[src/rtl/fifo_byte_reader.sv]
`default_nettype none
// ============================================================================
//  Module   : fifo_byte_reader
//  Purpose  : Drains a 32-bit word FIFO and serialises each word into four
//             bytes on a valid/ready stream, with a one-word prefetch slot.
//  Revision : 1.0  initial release
// ============================================================================
module fifo_byte_reader #(
    parameter bit MSB_FIRST   = 1'b0,
    parameter int COUNT_WIDTH = 16
) (
    input  logic                   clk_in,
    input  logic                   rst_n_in,
    input  logic                   enable_in,
    input  logic                   fifo_empty_in,
    input  logic [31:0]            fifo_data_in,
    input  logic                   fifo_valid_in,
    output logic                   fifo_deq_out,
    output logic [7:0]             data_out,
    output logic                   valid_out,
    input  logic                   ready_in,
    output logic [COUNT_WIDTH-1:0] word_count_out,
    output logic                   protocol_err_out
);

    localparam logic [1:0] C_LAST_IDX = 2'd3;

    // Registered state
    logic [31:0]            r_cur_word;
    logic                   r_cur_valid;
    logic [1:0]             r_cur_idx;
    logic [31:0]            r_pend_word;
    logic                   r_pend_valid;
    logic                   r_outstanding;
    logic [COUNT_WIDTH-1:0] r_word_count;
    logic                   r_protocol_err;

    // Next-state values
    logic [31:0]            w_cur_word_nxt;
    logic                   w_cur_valid_nxt;
    logic [1:0]             w_cur_idx_nxt;
    logic [31:0]            w_pend_word_nxt;
    logic                   w_pend_valid_nxt;
    logic                   w_outstanding_nxt;
    logic [COUNT_WIDTH-1:0] w_word_count_nxt;
    logic                   w_protocol_err_nxt;

    logic                   w_deq;
    logic                   w_hs;
    logic                   w_last_hs;
    logic                   w_capture;
    logic [1:0]             w_lane;

    // Gating with the reset input keeps the request low while the block is held in reset.
    assign w_deq     = rst_n_in && enable_in && !fifo_empty_in && !r_outstanding && !r_pend_valid;
    assign w_hs      = r_cur_valid && ready_in;
    assign w_last_hs = w_hs && (r_cur_idx == C_LAST_IDX);
    assign w_capture = fifo_valid_in && r_outstanding;

    always_comb begin
        w_cur_word_nxt     = r_cur_word;
        w_cur_valid_nxt    = r_cur_valid;
        w_cur_idx_nxt      = r_cur_idx;
        w_pend_word_nxt    = r_pend_word;
        w_pend_valid_nxt   = r_pend_valid;
        w_word_count_nxt   = r_word_count;
        w_outstanding_nxt  = w_deq;
        w_protocol_err_nxt = r_protocol_err
                             || (fifo_valid_in && !r_outstanding)
                             || (r_outstanding && !fifo_valid_in);

        if (w_last_hs) begin
            w_word_count_nxt = r_word_count + COUNT_WIDTH'(1);
            w_cur_idx_nxt    = 2'd0;
            if (r_pend_valid) begin
                // The prefetched word is older than anything arriving now.
                w_cur_word_nxt   = r_pend_word;
                w_cur_valid_nxt  = 1'b1;
                w_pend_valid_nxt = 1'b0;
                if (w_capture) begin
                    w_pend_word_nxt  = fifo_data_in;
                    w_pend_valid_nxt = 1'b1;
                end
            end else if (w_capture) begin
                w_cur_word_nxt  = fifo_data_in;
                w_cur_valid_nxt = 1'b1;
            end else begin
                w_cur_valid_nxt = 1'b0;
            end
        end else begin
            if (w_hs) begin
                w_cur_idx_nxt = r_cur_idx + 2'd1;
            end
            if (w_capture) begin
                if (!r_cur_valid) begin
                    w_cur_word_nxt  = fifo_data_in;
                    w_cur_valid_nxt = 1'b1;
                    w_cur_idx_nxt   = 2'd0;
                end else begin
                    w_pend_word_nxt  = fifo_data_in;
                    w_pend_valid_nxt = 1'b1;
                end
            end
        end
    end

    always_ff @(posedge clk_in or negedge rst_n_in) begin
        if (!rst_n_in) begin
            r_cur_word     <= 32'd0;
            r_cur_valid    <= 1'b0;
            r_cur_idx      <= 2'd0;
            r_pend_word    <= 32'd0;
            r_pend_valid   <= 1'b0;
            r_outstanding  <= 1'b0;
            r_word_count   <= '0;
            r_protocol_err <= 1'b0;
        end else begin
            r_cur_word     <= w_cur_word_nxt;
            r_cur_valid    <= w_cur_valid_nxt;
            r_cur_idx      <= w_cur_idx_nxt;
            r_pend_word    <= w_pend_word_nxt;
            r_pend_valid   <= w_pend_valid_nxt;
            r_outstanding  <= w_outstanding_nxt;
            r_word_count   <= w_word_count_nxt;
            r_protocol_err <= w_protocol_err_nxt;
        end
    end

    generate
        if (MSB_FIRST) begin : g_msb_first
            assign w_lane = C_LAST_IDX - r_cur_idx;
        end else begin : g_lsb_first
            assign w_lane = r_cur_idx;
        end
    endgenerate

    always_comb begin
        data_out = 8'h00;
        if (r_cur_valid) begin
            case (w_lane)
                2'd0:    data_out = r_cur_word[7:0];
                2'd1:    data_out = r_cur_word[15:8];
                2'd2:    data_out = r_cur_word[23:16];
                default: data_out = r_cur_word[31:24];
            endcase
        end
    end

    assign fifo_deq_out     = w_deq;
    assign valid_out        = r_cur_valid;
    assign word_count_out   = r_word_count;
    assign protocol_err_out = r_protocol_err;

endmodule
`default_nettype wire

[config.mk]
export PLATFORM = sky130hd
export DESIGN_NAME = fifo_byte_reader
export DESIGN_NICKNAME = d
export VERILOG_FILES = /design/src/rtl/fifo_byte_reader.sv
export SDC_FILE = /design/constraint.sdc
export NUM_CORES = 1
export LEC_CHECK = 0
export ABC_CLOCK_PERIOD_IN_PS = 2300
export CORE_MARGIN = 2
export CORE_UTILIZATION = 50
export CTS_CLUSTER_DIAMETER = 50
export DETAILED_ROUTE_END_ITERATION = 10
export HOLD_SLACK_MARGIN = 0.15
export PLACE_DENSITY = 0.76
export SYNTH_ARGS = -nofsm -noshare
export SYNTH_HDL_FRONTEND = slang
export SYNTH_SLANG_ARGS = --single-unit
[constraint.sdc]
create_clock -name clk_in -period 2.3 [get_ports clk_in]
set_input_delay 0.23 -clock clk_in [delete_from_list [all_inputs] [get_ports clk_in]]
set_output_delay 0.23 -clock clk_in [all_outputs]
set_load 0.05 [all_outputs]
# Word level (Yosys, flattened, before mapping)
# Index checks and enable logic that the tools add are counted.
[totals]
reg_bits = 86
wordCells = 60
in_bits = 38
output_inout_bits = 27
[op_classes]
addsub = 2
n_reduce_logical = 22
muxes = 23
eq_ne = 5
[op_table]
columns = ["operator", "n"]
rows = [
  ["32-bit 2-to-1 mux", 9],
  ["8-bit case mux with 3 select lines", 1],
  ["16-bit by 1-bit adder with 16-bit output, second input constant", 1],
  ["1-bit logical AND", 9],
  ["1-bit 2-to-1 mux", 8],
  ["2-bit 2-to-1 mux", 4],
  ["8-bit 2-to-1 mux", 1],
  ["3-bit AND reduction", 2],
  ["2-bit nonzero test", 3],
  ["2-bit equality test, second input constant", 2],
  ["1-bit zero test", 4],
  ["2-bit by 1-bit adder with 2-bit output, second input constant", 1],
  ["2-bit by 1-bit equality test with 1-bit output, second input constant", 1],
  ["2-bit zero test", 1],
  ["1-bit logical OR", 2],
  ["2-bit by 1-bit != test with 1-bit output, second input constant", 1],
  ["2-bit != test, second input constant", 1],
  ["2-bit AND reduction", 1],
]

# Depth between registers and ports, before layout
# Gate-level depths: netlist of the first run.
[logic_depth]
depth_word = 5
mapped_depth = 6
ltp_nobuf = 5

# Worst setup path before layout of the first run
# No wires, ideal clock.
[synth_timing]
path_kind = "register -> register"
from = "register r_pend_valid"
to = "register r_outstanding"
period_less_slack_ns = 2.326
setup_slack_ns = -0.026
t_required_ns = 2.013
n_path_buf = 0
setup_time_ns = 0.287
t_arrival_ns = 2.040
path_stages_with_launch = 2
path_cell_list = "dfrtp_1 -> nor4_1"
[synth_between]
elab_chain_cells = 2
[synth_lines]
columns = ["element", "line_no", "rtl"]
rows = [
  ["from (decl)", "33", "logic r_pend_valid;"],
  ["from (signal assigned)", "122", "r_pend_valid <= w_pend_valid_nxt;"],
  ["1-bit zero test", "55", "assign w_deq = rst_n_in && enable_in && !fifo_empty_in && !r_outstanding && !r_pend_valid;"],
  ["1-bit logical AND", "55", ""],
  ["via fifo_deq_out", "18", "output logic fifo_deq_out,"],
  ["to (signal assigned)", "123", "r_outstanding <= w_outstanding_nxt;"],
  ["to (decl)", "34", "logic r_outstanding;"],
]
# The timed path passes the listed nets, and every way through them passes these cells.
# A chain may end at the register's enable or synchronous reset.

# Worst setup path after layout of the first run
[layout_timing]
from = "register r_cur_idx[0]"
to = "output port data_out[0]"
[layout_between]
elab_chain_cells = 3
elab_cells_between_ends = 5
cone_classes = "2 x eq/ne; 2 x mux; 1 x reduce/logical"
[layout_lines]
columns = ["element", "line_no", "rtl"]
rows = [
  ["from (decl)", "31", "logic [1:0] r_cur_idx;"],
  ["from (signal assigned)", "120", "r_cur_idx <= w_cur_idx_nxt;"],
  ["2-bit equality test, or another cell as far along", "140", "case (w_lane)"],
  ["8-bit case mux with 3 select lines (*)", "140", ""],
  ["8-bit 2-to-1 mux (*)", "139", "if (r_cur_valid) begin"],
  ["to (decl)", "19", "output logic [7:0] data_out,"],
]
# Mark *: on every way between the ends. The rest lies on a longest branch, timed or not.

==> results.toml, run 1 <==
[run_status]
outcome = "completed"

[yosys]
synthesis.nets = 380
number_of_unique_standard_cell_types_used_by_synthesis = 32
synth_top_cell_area_share_pct = 54.8
yosys_register_bits = 86
synthesis.area_per_instance_sq_um = 11.7
seq_area_frac_synth_pct = 54.8
synth.cell_area_sq_um = 3930
post_synth_main_area_contributors = "sky130_fd_sc_hd__dfrtp_1 (55%), sky130_fd_sc_hd__mux2_2 (9.2%), sky130_fd_sc_hd__mux2i_1 (8.2%), sky130_fd_sc_hd__a21oi_1 (4.1%), sky130_fd_sc_hd__nor2_1 (3.2%)"
synth_largest_area_cell = "sky130_fd_sc_hd__dfrtp_1"
synth-warning-count = 0
synth_cells = 336

[final_layout]
layout.core_utilization_pct = 64.1
leading_cell_types_in_the_layout_fill_and_taps_excluded = "sky130_fd_sc_hd__dfrtp_1 (86), sky130_fd_sc_hd__clkdlybuf4s50_1 (54), sky130_fd_sc_hd__nor2_1 (34)"
nets = 449
antenna_cells_inserted = 0
area.growth.synth_to_final_pct = 25.5
post_route_cells_drive_above_1_share_pct = 19.8
leading_cell_type_in_the_layout_fill_and_taps_excluded = "sky130_fd_sc_hd__dfrtp_1"

[setup_path]
critical_path.endpoint_type = "output pin"
critPathMaxFanout = 8
worst_r2r_path_depth = 7
required_ns = 2.07
crit_arrival_ns = 1.95
worst_reg2reg_setup_slack_ns = 0.32
startpoint_type = "register"
critPathKind = "reg2out"

[route]
finalWirelength_um = 7740
total_vias_in_the_final_route = 2773
vias_per_cell = 5.42
mean_routed_wirelength_per_cell_um = 15.1
drc = 0
antenna_left = 0
drt-pass1-iter-count = 7
drt-initial-drc-count = 214

[min_path]
holdCritPathClass = "in2async"

[timing]
unrepaired_setup_endpoints_after_global_routing = "no"
report.final.slew_viol_count = 0
setup_tns_ns = 0
worst-slew-pin-transition_ns = 0.521
hold_violations = 0
final_period_minus_worst_setup_slack_ns = 2.18
max_freq_mhz = 459
finClkSkew_ns = 0.00924
setup-violations-final = 0
final.period_utilization_pct = 94.6
worst_slew_slack_as_a_fraction_of_its_limit_pct = 65.3

[floorplanning]
core_sq_um = 7690
die_h_um = 92.6
ioPinCount = 65
design.die.area_sq_um = 8580
start_util_pct = 51.1
placementRows = 32
fp.dieW_um = 92.6

[global_route]
grt_first_pass_wirelength_um = 12900
largest_net_degree_at_the_start_of_global_routing = 42
antenna_violations_before_repair = 0
grt_pass1_vias = 2669
remaining_overflow_grt = 0
globalRouteTotalUtil_pct = 19.5

[power_and_ir_drop]
power.density_cell_area_nw_per_um2 = 1190
p_leak_nw = 2.34
max-vdd-ir-drop_v = 0.000604

[clock_tree]
worst_setup_hold_path_clk_slew_ns = 0.09
cts_max_path_buffers = 2
cts_num_sinks = 86
insertion_delay_ns = 0.35
clock_tree.htree_level_count = 3
cts_inserted_buffers = 9
cts_root_buffer = "sky130_fd_sc_hd__clkbuf_8"
clock_tree_from_tritoncts = "done"

[placement]
portBuffers = 64
gpl.final_weighted_congestion = 0.805
detailed_place_hpwl_um = 5630

[flow_run]
cap_violations = 0
-- Yosys cell counts (all sizes together) --
cell,number
inv,3
o2111ai,1
xor2,5
and3,2
xnor2,10
nand4,6
a22oi,1
nand3,5
nand2,25
a21o,1
ha,6
and4,2
nor3,1
and2,8
o32ai,1
or2,2
buf,11
a222oi,8
o21ai,12
mux2,32
or3b,1
dfrtp,86
a21oi,32
mux2i,32
clkbuf,7
nor4,2
nor2,34
-- sequential cells by signal, summed over array words and instances (netlist names) --
name and flops:
r_cur_idx 2, r_outstanding 1, protocol_err_out 1, r_pend_valid 1
word_count_out 16, r_pend_word 32, r_cur_word 32, valid_out 1
-- per-stage QoR --
stage | hold WS, ns | instances | area (sq um) | power, W | setup WS, ns
6_report | 0.231 | 512 | 4930 | 0.00588 | 0.123
5_1_grt | 0.237 | 512 | 4930 | 0.00627 | 0.00317
4_1_cts | 0.229 | 512 | 4920 | 0.00590 | 0.0547
3_5_place_dp | 0.0618 | 494 | 4680 | 0.00470 | 0.324
3_3_place_gp | 0.0638 | 494 | 4680 | 0.00464 | 0.333
2_1_floorplan | -0.0656 | 336 | 3940 | 0.00400 | 0.473
-- report_power, final --
group / switching [W] / leakage (nW) / internal [W]
registers: 0.000392 / 1.05 / 0.00209
clock network: 0.000529 / 0.102 / 0.000642
logic: 0.00127 / 1.19 / 0.000955
-- cell type report --
cell class | count | area, sq um
clock inverter | 5 | 82.6
clock buffer | 11 | 141
sequential | 86 | 2150
tap | 102 | 128
timing repair buffer | 76 | 733
multi-input combinational | 229 | 1680
fill | 624 | 2760
inverter | 3 | 11.3
-- cells by family after synthesis --
kind of cell               share of synthesized area (%)
and+or+nand+nor                                     10.9
DFF                                                 54.8
muxes                                               17.3
AOI/OAI and AO/OA                                   8.98
buffers and inverters                               2.77
xor gates and xnor gates                            3.34
adders and majority gates                           1.91
-- worst max-delay path: stages (launching register included) --
cell and delay, ns:
sky130_fd_sc_hd__dfrtp_1 0.39, sky130_fd_sc_hd__buf_4 0.16, sky130_fd_sc_hd__ha_2 0.23, sky130_fd_sc_hd__a222oi_1 0.34, sky130_fd_sc_hd__o21ai_0 0.13, sky130_fd_sc_hd__and2_1 0.18
sky130_fd_sc_hd__buf_4 0.18
-- path summary, 6_finish.rpt --
kind | start | endpoint
min | rst_n_in | word_count_out[10]
max | r_cur_idx[0] | data_out[0]
max in group asynchronous | rst_n_in | r_pend_word[4]
max reg2reg | r_cur_idx[0] | r_cur_word[17]
min in group clk_in | enable_in | r_outstanding
min reg2reg | protocol_err_out | protocol_err_out
-- what timing repair did --
item                       in CTS  in global routing
hold endpoints to repair       86                  0
buffers inserted                1                  0
pin swaps                       1                  2
hold buffers                    1                  0
setup endpoints to repair       1                  7
gates resized for setup         0                  4
-- per-layer routing --
metal	vias up	part of all wire, %	track usage, %
li1	1330	-	-
met5	-	0	0
met3	10	5.4	3.42
met2	73	48	30.7
met1	1360	45	27.5
met4	0	1.5	7.11
Note: power is estimated with default switching activity, not from simulation.
==> run 2, diff against run 1 <==
--- a/config.mk
+++ b/config.mk
@@ -11,7 +11,7 @@
 export CTS_CLUSTER_DIAMETER = 50
 export DETAILED_ROUTE_END_ITERATION = 10
 export HOLD_SLACK_MARGIN = 0.15
-export PLACE_DENSITY = 0.76
+export PLACE_DENSITY = 0.87
 export SYNTH_ARGS = -nofsm -noshare
 export SYNTH_HDL_FRONTEND = slang
 export SYNTH_SLANG_ARGS = --single-unit
==> results.toml, run 2 (synthesis gave the netlist of run 1 again) <==
[setup_path]
required_ns = 2.07
crit_path_max_incr_delay_ns = 0.46
critPathTopFamily = "compound AO/OA/AOI/OAI gates"
timing.critical_path.slowest_stage_cell = "sky130_fd_sc_hd__a222oi_1"
crit_path_start = "r_cur_idx[1]"
rr_startpoint = "r_cur_idx[1]"
critPathKind = "reg2out"
worst_r2r_path_depth = 7
startpoint_type = "register"
cp_cell_sequence = "inv_2 > ha_4 > a222oi_1 > o21ai_1 > and2_1 > buf_4"
critical_path.n_buffers_inverters = 2
critical_path.endpoint_type = "output pin"
crit_arrival_ns = 2.01
worst_reg2reg_setup_slack_ns = 0.31
worstReg2RegEnd = "r_cur_word[17]"
endpoint = "data_out[1]"
crit_cells = 6
critPathMaxFanout = 8

[final_layout]
nets = 444
antenna_cells_inserted = 0
fin_area_sq_um = 4920
leading_cell_types_in_the_layout_fill_and_taps_excluded = "sky130_fd_sc_hd__dfrtp_1 (85), sky130_fd_sc_hd__clkdlybuf4s50_1 (54), sky130_fd_sc_hd__nor2_1 (34)"
leading_cell_type_in_the_layout_fill_and_taps_excluded = "sky130_fd_sc_hd__dfrtp_1"
post_route_cells_drive_above_1_share_pct = 19.8
area.growth.synth_to_final_pct = 25.2
fill_cells = 602

[placement]
gpl.final_weighted_congestion = 0.794
placed_cell_area_sq_um = 4670
portBuffers = 64
detailed_place_hpwl_um = 5710

[floorplanning]
placementRows = 32
die_h_um = 92.6
ioPinCount = 65
start_util_pct = 51.1
fp.dieW_um = 92.6
design.die.area_sq_um = 8580
core_sq_um = 7690

[route]
drc = 0
vias_per_cell = 5.58
drt-initial-drc-count = 222
finalWirelength_um = 8250
drt-pass1-iter-count = 7
mean_routed_wirelength_per_cell_um = 16.3
antenna_left = 0
total_vias_in_the_final_route = 2828

[clock_tree]
cts_max_path_buffers = 2
cts.hold.buffers_added = 0
insertion_delay_ns = 0.35
cts_root_buffer = "sky130_fd_sc_hd__clkbuf_8"
cts_inserted_buffers = 9
clock_tree.htree_level_count = 3
cts_num_sinks = 86
clock_tree_from_tritoncts = "done"
worst_setup_hold_path_clk_slew_ns = 0.09

[timing]
final.period_utilization_pct = 97.3
worst_slew_slack_as_a_fraction_of_its_limit_pct = 28.9
report.final.slew_viol_count = 0
setup-violations-final = 0
max_freq_mhz = 447
worst-slew-pin-transition_ns = 1.07
hold_violations = 0
final_period_minus_worst_setup_slack_ns = 2.24
hold_slack_final_ns = 0.176
setup_tns_ns = 0
finClkSkew_ns = 0.0108

[global_route]
remaining_overflow_grt = 0
globalRouteTotalUtil_pct = 20.9
largest_net_degree_at_the_start_of_global_routing = 87
grt_first_pass_wirelength_um = 14000
grt_pass1_vias = 2895
antenna_violations_before_repair = 0

[power_and_ir_drop]
max-vdd-ir-drop_v = 0.000569
p_leak_nw = 2.33
power.density_cell_area_nw_per_um2 = 1190

[min_path]
holdCritPathClass = "in2async"

[run_status]
outcome = "completed"

[flow_run]
cap_violations = 0
## run 2: power by group
part / total, W / switching, W / internal [W]
Clock: 0.00101 / 0.000525 / 0.000483
Combinational: 0.00234 / 0.00136 / 0.000986
Sequential: 0.00250 / 0.000407 / 0.00209
Total: 0.00585 / 0.00229 / 0.00356
## run 2: repair_timing
action | 4_1_cts | 5_1_grt
pin swaps | 1 | 3
setup buffers | 1 | 1
endpoints found under the setup margin | 3 | 5
gates resized for setup | 1 | 9
## run 2: metrics by stage
stage               worst slack [ns]  power, W  instances  util [%]
floorplan                      0.473   0.00400        336         -
global placement               0.362   0.00460        489      60.7
detailed placement             0.314   0.00473        489      60.7
CTS                           0.0138   0.00577        506      63.4
global route                 -0.0213   0.00622        507      64.0
finish                        0.0632   0.00585        507      64.0
## run 2: final cells by class
type                    instances  area [sq um]  share of cell area (%)
clock buffers                  12           165                    3.36
clock inverters                 4          30.0                   0.611
inverters                       3          11.3                   0.229
multi-input cells             229          1710                    34.8
flip-flops and latches         86          2150                    43.8
well taps                     102           128                    2.60
repair buffers                 71           718                    14.6
## run 2: worst min-delay path by stage
stage                    endpoint  slack, ns  cells after the start
6_report       word_count_out[10]       0.18                      2
5_1_grt             r_outstanding       0.17                      3
4_1_cts             r_outstanding       0.17                      3
3_5_place_dp     protocol_err_out       0.45                      1
3_3_place_gp     protocol_err_out       0.45                      1
2_1_floorplan    protocol_err_out      -0.07                      0
## run 2: routing by layer
metal	part of all wire [%]	GRT usage, %	vias up
met5	0	0	-
met4	2.6	8.33	0
met3	4.7	3.25	21
met2	51	35.3	96
met1	42	27.1	1381
li1	-	-	1330
==> run 3, diff against run 2 <==
--- a/config.mk
+++ b/config.mk
@@ -6,6 +6,7 @@
 export NUM_CORES = 1
 export LEC_CHECK = 0
 export ABC_CLOCK_PERIOD_IN_PS = 2300
+export CAP_MARGIN = 25
 export CORE_MARGIN = 2
 export CORE_UTILIZATION = 50
 export CTS_CLUSTER_DIAMETER = 50
==> constraint.sdc (replaced) <==
create_clock -name clk_in -period 2.3 [get_ports clk_in]
set_input_delay 0.46 -clock clk_in [delete_from_list [all_inputs] [get_ports clk_in]]
set_output_delay 0.46 -clock clk_in [all_outputs]
set_load 0.05 [all_outputs]
==> results.toml, run 3 (synthesis gave the netlist of run 1 again) <==
[min_path]
holdCritPathClass = "reg2reg"
whs_path_depth = 1
min_to = "word_count_out[15]"
worstHoldStart = "word_count_out[15]"

[floorplanning]
design.die.area_sq_um = 8580
fp.dieW_um = 92.6
placementRows = 32
ioPinCount = 65
start_util_pct = 51.1
die_h_um = 92.6
core_sq_um = 7690

[timing]
setup_tns_ns = -0.367
hold_slack_final_ns = 0.472
final_period_minus_worst_setup_slack_ns = 2.40
worst_slew_slack_as_a_fraction_of_its_limit_pct = 66.3
setup-violations-final = 7
max_freq_mhz = 416
hold_violations = 0
setup_slack_ns = -0.105
finClkSkew_ns = 0.0114
unrepaired_setup_endpoints_after_global_routing = "yes"
worst-slew-pin-transition_ns = 0.504
final.period_utilization_pct = 105
report.final.slew_viol_count = 0

[route]
drt-pass1-iter-count = 6
mean_routed_wirelength_per_cell_um = 16.2
antenna_left = 0
vias_per_cell = 5.54
finalWirelength_um = 8290
drt-initial-drc-count = 303
total_vias_in_the_final_route = 2840
drc = 0

[global_route]
antenna_violations_before_repair = 0
globalRouteTotalUtil_pct = 21.2
grt_first_pass_wirelength_um = 14200
remaining_overflow_grt = 0
largest_net_degree_at_the_start_of_global_routing = 87
grt_pass1_vias = 2961

[final_layout]
area.growth.synth_to_final_pct = 27.7
layoutNonFillerInstCount = 513
nets = 450
fill_cells = 593
post_route_cells_drive_above_1_share_pct = 21.7
layout.core_utilization_pct = 65.3
leading_cell_types_in_the_layout_fill_and_taps_excluded = "sky130_fd_sc_hd__dfrtp_1 (86), sky130_fd_sc_hd__clkdlybuf4s50_1 (53), sky130_fd_sc_hd__nor2_1 (34)"
leading_cell_type_in_the_layout_fill_and_taps_excluded = "sky130_fd_sc_hd__dfrtp_1"
antenna_cells_inserted = 0

[power_and_ir_drop]
pwr-share-comb_pct = 41.0
net-switching-power_w = 0.00232
max-vdd-ir-drop_v = 0.000556
power.clock.fraction_pct = 18.0
sw_share_pct = 38.3
int_power_w = 0.00374
p_seq_share_pct = 41.0
power.density_cell_area_nw_per_um2 = 1210
p_leak_nw = 2.38

[setup_path]
critPathKind = "reg2out"
critical_path.endpoint_type = "output pin"
worst_reg2reg_setup_slack_ns = 0.26
crit_arrival_ns = 1.94
critPathMaxFanout = 8
startpoint_type = "register"
rr_startpoint = "r_cur_idx[1]"
worstReg2RegEnd = "r_cur_word[3]"
required_ns = 1.84
worst_r2r_path_depth = 7

[placement]
dp_slack_ns = 0.104
detailed_place_hpwl_um = 5660
gpl.final_weighted_congestion = 0.795
portBuffers = 64
dpl_cells = 491

[clock_tree]
clock_tree_from_tritoncts = "done"
cts_inserted_buffers = 9
worst_setup_hold_path_clk_slew_ns = 0.08
cts_num_sinks = 86
insertion_delay_ns = 0.36
cts_max_path_buffers = 2
cts_root_buffer = "sky130_fd_sc_hd__clkbuf_8"
clock_tree.htree_level_count = 3

[run_status]
violations = "negative setup slack"
outcome = "finished with violations"

[flow_run]
cap_violations = 0
[run 3: cell count changes in the layout (fill, tap and decap cells not counted), moves of 2 or more]
| cell | before | now |
|---|---|---|
| sky130_fd_sc_hd__and2_1 | 8 | 6 |
| sky130_fd_sc_hd__and2_4 | 0 | 2 |
| sky130_fd_sc_hd__buf_6 | 0 | 7 |
| sky130_fd_sc_hd__o21ai_0 | 10 | 6 |
| sky130_fd_sc_hd__o21ai_1 | 2 | 6 |
[run 3: cell type report]
type	count	area (sq um)	share of cell area, %
clock buffers	11	151	3.02
clock inverters	5	57.6	1.15
inverters	3	11.3	0.224
multi-input cells	229	1720	34.3
flip-flops and latches	86	2150	42.9
well taps	102	128	2.54
repair buffers	77	797	15.9
[run 3: per-layer routing]
layer  track usage, %  wire length (um)  part of all wire, %
met3             3.99               458                  5.5
met1             28.4              3570                   43
met2             34.4              4110                   50
met4             8.09               146                  1.8
met5                0                 0                    0
[run 3: critical path, cell delays in order, from the launching register on]
cell,delay [ns]
sky130_fd_sc_hd__dfrtp_1,0.44
sky130_fd_sc_hd__inv_2,0.11
sky130_fd_sc_hd__ha_4,0.20
sky130_fd_sc_hd__a222oi_1,0.41
sky130_fd_sc_hd__o21ai_1,0.11
sky130_fd_sc_hd__and2_1,0.18
sky130_fd_sc_hd__buf_6,0.15
[run 3: through the flow]
stage | power [W] | cell area [sq um]
floorplan | 0.00400 | 3940
global placement | 0.00460 | 4670
detailed placement | 0.00470 | 4670
CTS | 0.00599 | 4960
global route | 0.00643 | 5020
finish | 0.00606 | 5020
[run 3: worst max-delay path by stage]
stage,cells after the start,end,startpoint,slack [ns]
after floorplan,6,data_out[6],r_cur_idx[0],0.31
after global placement,6,data_out[0],r_cur_idx[0],0.21
after detailed placement,6,data_out[1],r_cur_idx[0],0.10
after CTS,6,data_out[1],r_cur_idx[1],-0.1
after global routing,6,data_out[1],r_cur_idx[1],-0.16
final,6,data_out[1],r_cur_idx[1],-0.10
[run 3: what timing repair did]
action,CTS,global route
buffers inserted,3,1
endpoints found under the setup margin,8,8
resized for setup,17,7
hold buffers,0,1
endpoints found under the hold margin,0,25
pin swaps,4,6
[run 3: power groups by stage]
stage / clock, W / sequential (W) / combinational [W]
4_1_cts: 0.00112 / 0.00246 / 0.00240
5_1_grt: 0.00119 / 0.00254 / 0.00270
6_report: 0.00109 / 0.00248 / 0.00249
3_5_place_dp: 0 / 0.00250 / 0.00221
2_1_floorplan: 0 / 0.00245 / 0.00155
3_3_place_gp: 0 / 0.00247 / 0.00213
